[config.mk]
export PLATFORM = sky130hd
export DESIGN_NAME = stack_lander
export DESIGN_NICKNAME = d
export VERILOG_FILES = /design/src/rtl/stack_lander.sv
export SDC_FILE = /design/constraint.sdc
export NUM_CORES = 1
export LEC_CHECK = 0
export ABC_AREA = 1
export BUFFER_PORTS_ARGS = -buffer_cell sky130_fd_sc_hd__buf_2
export CAP_MARGIN = 10
export CORE_MARGIN = 3
export CORE_UTILIZATION = 35
export CTS_CLUSTER_SIZE = 25
export DETAILED_ROUTE_END_ITERATION = 8
export GPL_TIMING_DRIVEN = 0
export PLACE_DENSITY = 0.53
export SLEW_MARGIN = 25
export SYNTH_ARGS = -nofsm -noshare
export SYNTH_HDL_FRONTEND = slang
export SYNTH_SLANG_ARGS = --single-unit
[constraint.sdc]
create_clock -name clk -period 1.6 [get_ports clk]
set_input_delay 0.16 -clock clk [delete_from_list [all_inputs] [get_ports clk]]
set_output_delay 0.16 -clock clk [all_outputs]
set_load 0.01 [all_outputs]
[src/rtl/stack_lander.sv]
// Stack lander: trims a stopped block against the row beneath, writes it into the playfield, and flags miss/win.
// Optional STACK_SCORE_EN adds a saturating 16-bit score output.
module stack_lander #(
  parameter int              WIDTH      = 8,
  parameter int              ROWS       = 8,
  parameter logic [WIDTH-1:0] INIT_BLOCK = WIDTH'(8'b00011100),
  localparam int             LW         = (ROWS > 1) ? $clog2(ROWS) : 1
) (
  input  logic             clk,
  input  logic             rst,
  input  logic [WIDTH-1:0] blockLoc,
  input  logic             stopPulse,
  output logic             placeReady,
  output logic             placeDone,
  output logic [WIDTH-1:0] nextBlock,
  output logic [LW-1:0]    level,
  input  logic [LW-1:0]    rdRow,
  output logic [WIDTH-1:0] rdData,
  output logic             gameOver,
  output logic             gameWin
`ifdef STACK_SCORE_EN
  ,
  output logic [15:0]      score
`endif
);

  typedef enum logic [2:0] {S_IDLE, S_CHECK, S_WRITE, S_OVER, S_WIN} state_t;

  state_t           state_q;
  logic [WIDTH-1:0] cap_q;
  logic [WIDTH-1:0] overlap_q;
  logic [WIDTH-1:0] overlap_d;
  logic [WIDTH-1:0] prev_row_q;
  logic [WIDTH-1:0] next_block_q;
  logic [LW-1:0]    level_q;
  logic             place_done_q;
  logic             game_over_q;
  logic             game_win_q;
  logic [WIDTH-1:0] playfield_q [ROWS];

  assign overlap_d = cap_q & prev_row_q;

`ifdef STACK_SCORE_EN
  logic [15:0] score_q;
  logic [15:0] score_d;
  logic [15:0] ones_d;
  logic [16:0] score_sum_d;

  always_comb begin
    ones_d = '0;
    for (int i = 0; i < WIDTH; i++) begin
      ones_d = ones_d + 16'(overlap_q[i]);
    end
    score_sum_d = {1'b0, score_q} + {1'b0, ones_d} + 17'(level_q);
    score_d     = score_sum_d[16] ? 16'hFFFF : score_sum_d[15:0];
  end

  always_ff @(posedge clk) begin
    if (rst) begin
      score_q <= '0;
    end else if (state_q == S_WRITE) begin
      score_q <= score_d;
    end
  end

  assign score = score_q;
`endif

  always_ff @(posedge clk) begin
    if (rst) begin
      state_q      <= S_IDLE;
      cap_q        <= '0;
      overlap_q    <= '0;
      prev_row_q   <= '1;
      next_block_q <= INIT_BLOCK;
      level_q      <= '0;
      place_done_q <= 1'b0;
      game_over_q  <= 1'b0;
      game_win_q   <= 1'b0;
      for (int r = 0; r < ROWS; r++) begin
        playfield_q[r] <= '0;
      end
    end else begin
      place_done_q <= 1'b0;
      case (state_q)
        S_IDLE: begin
          if (stopPulse) begin
            cap_q   <= blockLoc;
            state_q <= S_CHECK;
          end
        end
        S_CHECK: begin
          overlap_q <= overlap_d;
          if (overlap_d == '0) begin
            game_over_q <= 1'b1;
            state_q     <= S_OVER;
          end else begin
            state_q <= S_WRITE;
          end
        end
        S_WRITE: begin
          playfield_q[level_q] <= overlap_q;
          prev_row_q           <= overlap_q;
          next_block_q         <= overlap_q;
          place_done_q         <= 1'b1;
          // Top row filled: level saturates rather than wrapping.
          if (level_q == LW'(ROWS - 1)) begin
            game_win_q <= 1'b1;
            state_q    <= S_WIN;
          end else begin
            level_q <= level_q + 1'b1;
            state_q <= S_IDLE;
          end
        end
        S_OVER:  state_q <= S_OVER;
        S_WIN:   state_q <= S_WIN;
        default: state_q <= S_IDLE;
      endcase
    end
  end

  // Addresses beyond the last row (non-power-of-2 ROWS) read as empty.
  always_comb begin
    rdData = '0;
    if (32'(rdRow) < ROWS) begin
      rdData = playfield_q[rdRow];
    end
  end

  assign placeReady = (state_q == S_IDLE);
  assign placeDone  = place_done_q;
  assign nextBlock  = next_block_q;
  assign level      = level_q;
  assign gameOver   = game_over_q;
  assign gameWin    = game_win_q;

endmodule

==> out/metrics.cfg <==
[final_layout]
drive_gt1_frac=0.180
area_delta_synth_final_pct=19.1
final_cell_mix=118 x nor2_1, 70 x nand2_1, 64 x edfxtp_1
utilization=0.429
layout.cells.non_filler=690
diodes=0
final_common_cell=nor2_1
nNetsFinal=533
final_cell_area_mm2=0.00520

[placed_design]
routabilityCongestion=0.815
dp_hpwl_um=7310
placed_area_mm2=0.00475
dp.cells=673
io_buffers=34

[logic_synthesis]
synth_compound_area_frac=0.104
muxShareOfSynthArea=0
synth_top_family_by_area=simple AND/OR/NAND/NOR gates
synth-seq-area-share=0.614
syn-num-nets=487
synth_xor_area_frac=0
synth-simple-area-share=0.229
ys_ff_latch=102
synth_cell_types=23
mappedNetlistArea_mm2=0.00437
ys_warn_count=0
avgSynthCellArea_um2=9.27
syn_inst=471
synth_fa_ha_area_frac=0.00573

[timing]
final.setup_skew_ns=0.00719
finalHoldViolCount=0
final_max_slew_viol_count=0
period_minus_slack_ns=1.53
slew_headroom=0.376
tightest_slew_ns=0.937
rsz0062_at_grt=true
fmax_ghz=0.652
setup_viol=0
setup_tns_ns=0
min_period_over_period=0.958

[pwr]
clkPwrFrac=0.371
switchingPower_uw=1500
p_leak_uw=0.00211
pwr-share-seq=0.514
powerDensity_mw_per_mm2=1120
p_int_uw=4310
switching_share=0.258
ir_drop_mv=0.462
p_comb_frac=0.115
power.total_uw=5810

[cts]
cts.sinks=102
ctsHtreeMaxLevel=3
cts_buffer_depth=2
hold_buffers=0
cts_buffers=9
clk_pin_slew_ns=0.07
cts-root-buf=clkbuf_16
clk_latency_ns=0.34
cts_tree=built

[floorplan]
die_y_um=118
core-area_mm2=0.0121
die-area_mm2=0.0139
num_io_pins=37
initial_utilization=0.361
dieWidth_um=118
fp-row-count=40

[global_route]
gr-total-overflow=0
grt_max_degree=17
track_usage=0.157
grt_pass1_vias=3234
grt_antenna_before_repair=0
grt_first_pass_wirelength_um=17000

[setup_path]
rr_startpoint=state_q[2]
crit_type=reg2out
crit_fanout=1
startpoint_type=flop
end_kind=output port
critical_path.startpoint=playfield_q[4][3]
worstPathRequired_ns=1.44
arrival_ns=1.37

[hold_path]
holdCritPathClass=in2reg
hold_start=blockLoc[0]

[detailed_routing]
routed_wl_um=10400
drt_iter0_drc=259
ant_nets=0
wl_per_cell_um=15.1
viasPerCell=4.78
drc=0
drtPass1Iterations=4
vias=3300

[job]
cap_viol_max_count=0

[outcome]
status=finished, final reports clean

registers in the layout (all words and copies together), names as in the netlist:
name / flops
playfield_q: 64
cap_q: 8
overlap_q: 8
prev_row_q: 8
nextBlock: 5
level: 3
state_q: 3
gameOver: 1
gameWin: 1
placeDone: 1
metrics by stage:
stage | hold slack, ns | setup WS (ns)
floorplan | 0.326 | 0.0750
global placement | 0.433 | -0.145
detailed placement | 0.439 | -0.161
CTS | 0.0626 | 0.00385
global route | 0.0683 | -0.0621
finish | 0.0769 | 0.0665
final timing paths:
| path | slack, ns | depth (start not counted) | endpoint |
|---|---|---|---|
| hold / removal | 0.08 | 3 | cap_q[0] |
| setup / recovery | 0.07 | 7 | rdData[3] |
| hold reg to reg | 0.45 | 2 | gameWin |
| setup reg to reg | 0.07 | 7 | playfield_q[7][3] |
cell type report:
type,count,area [um^2]
multi-input combinational,320,1620
clock inverter,4,26.3
fill,1205,6910
sequential,102,2690
buffer,21,103
tap,168,210
inverter,28,108
clock buffer,12,268
timing repair buffer,35,178
metal layers:
| layer | vias to the layer above | GRT usage | routed length (um) |
|---|---|---|---|
| met1 | 1543 | 0.214 | 4940 |
| met3 | 20 | 0.0437 | 558 |
| li1 | 1659 | - | - |
| met4 | 0 | 0.0696 | 261 |
| met5 | - | 0 | 0 |
| met2 | 78 | 0.234 | 4640 |
cell usage after synthesis:
cell,count,area [um^2]
inv_2,5,18.8
o211ai_1,3,22.5
buf_2,5,25.0
nor2_1,119,447
buf_1,1,3.75
a21oi_1,28,140
inv_4,1,6.26
edfxtp_1,64,1920
nand2_1,78,293
clkinv_1,3,11.3
nor2_8,2,40.0
clkbuf_1,12,45.0
nand3_1,18,90.1
buf_4,3,22.5
nand2_2,1,6.26
a211oi_1,1,7.51
inv_1,19,71.3
nor2_4,1,11.3
o21ai_0,26,130
nand2_4,10,113
dfxtp_1,38,761
o21ai_1,31,155
ha_1,2,25.0
power by group through the flow:
stage / combinational [uW] / clock, uW / sequential (uW)
final: 666 / 2160 / 2990
after global routing: 748 / 2310 / 3000
after CTS: 648 / 2210 / 2990
after detailed placement: 636 / 0 / 3050
after global placement: 625 / 0 / 3040
after floorplan: 412 / 0 / 3030
critical path, stage by stage (launching register included):
cell      delay (ns)
edfxtp_1        0.37
nor2_1          0.09
nor2_1          0.04
o21ai_1         0.14
o21ai_1         0.13
nand2_1         0.07
nand2_1         0.05
buf_2           0.13
cells by family (layout without fill, tap and decap cells):
family | after synthesis | after routing
AOI/OAI and AO/OA | 89 | 89
DFF | 102 | 102
adders and majority gates | 2 | 2
buffers and inverters | 49 | 100
and+or+nand+nor | 229 | 229
what timing repair did:
item | CTS | global route
hold endpoints to repair | 0 | 0
gates resized for setup | 12 | 28
setup endpoints to repair | 66 | 72
buffers inserted | 0 | 1
pin swaps | 0 | 1
(Power assumes the default switching activity.)
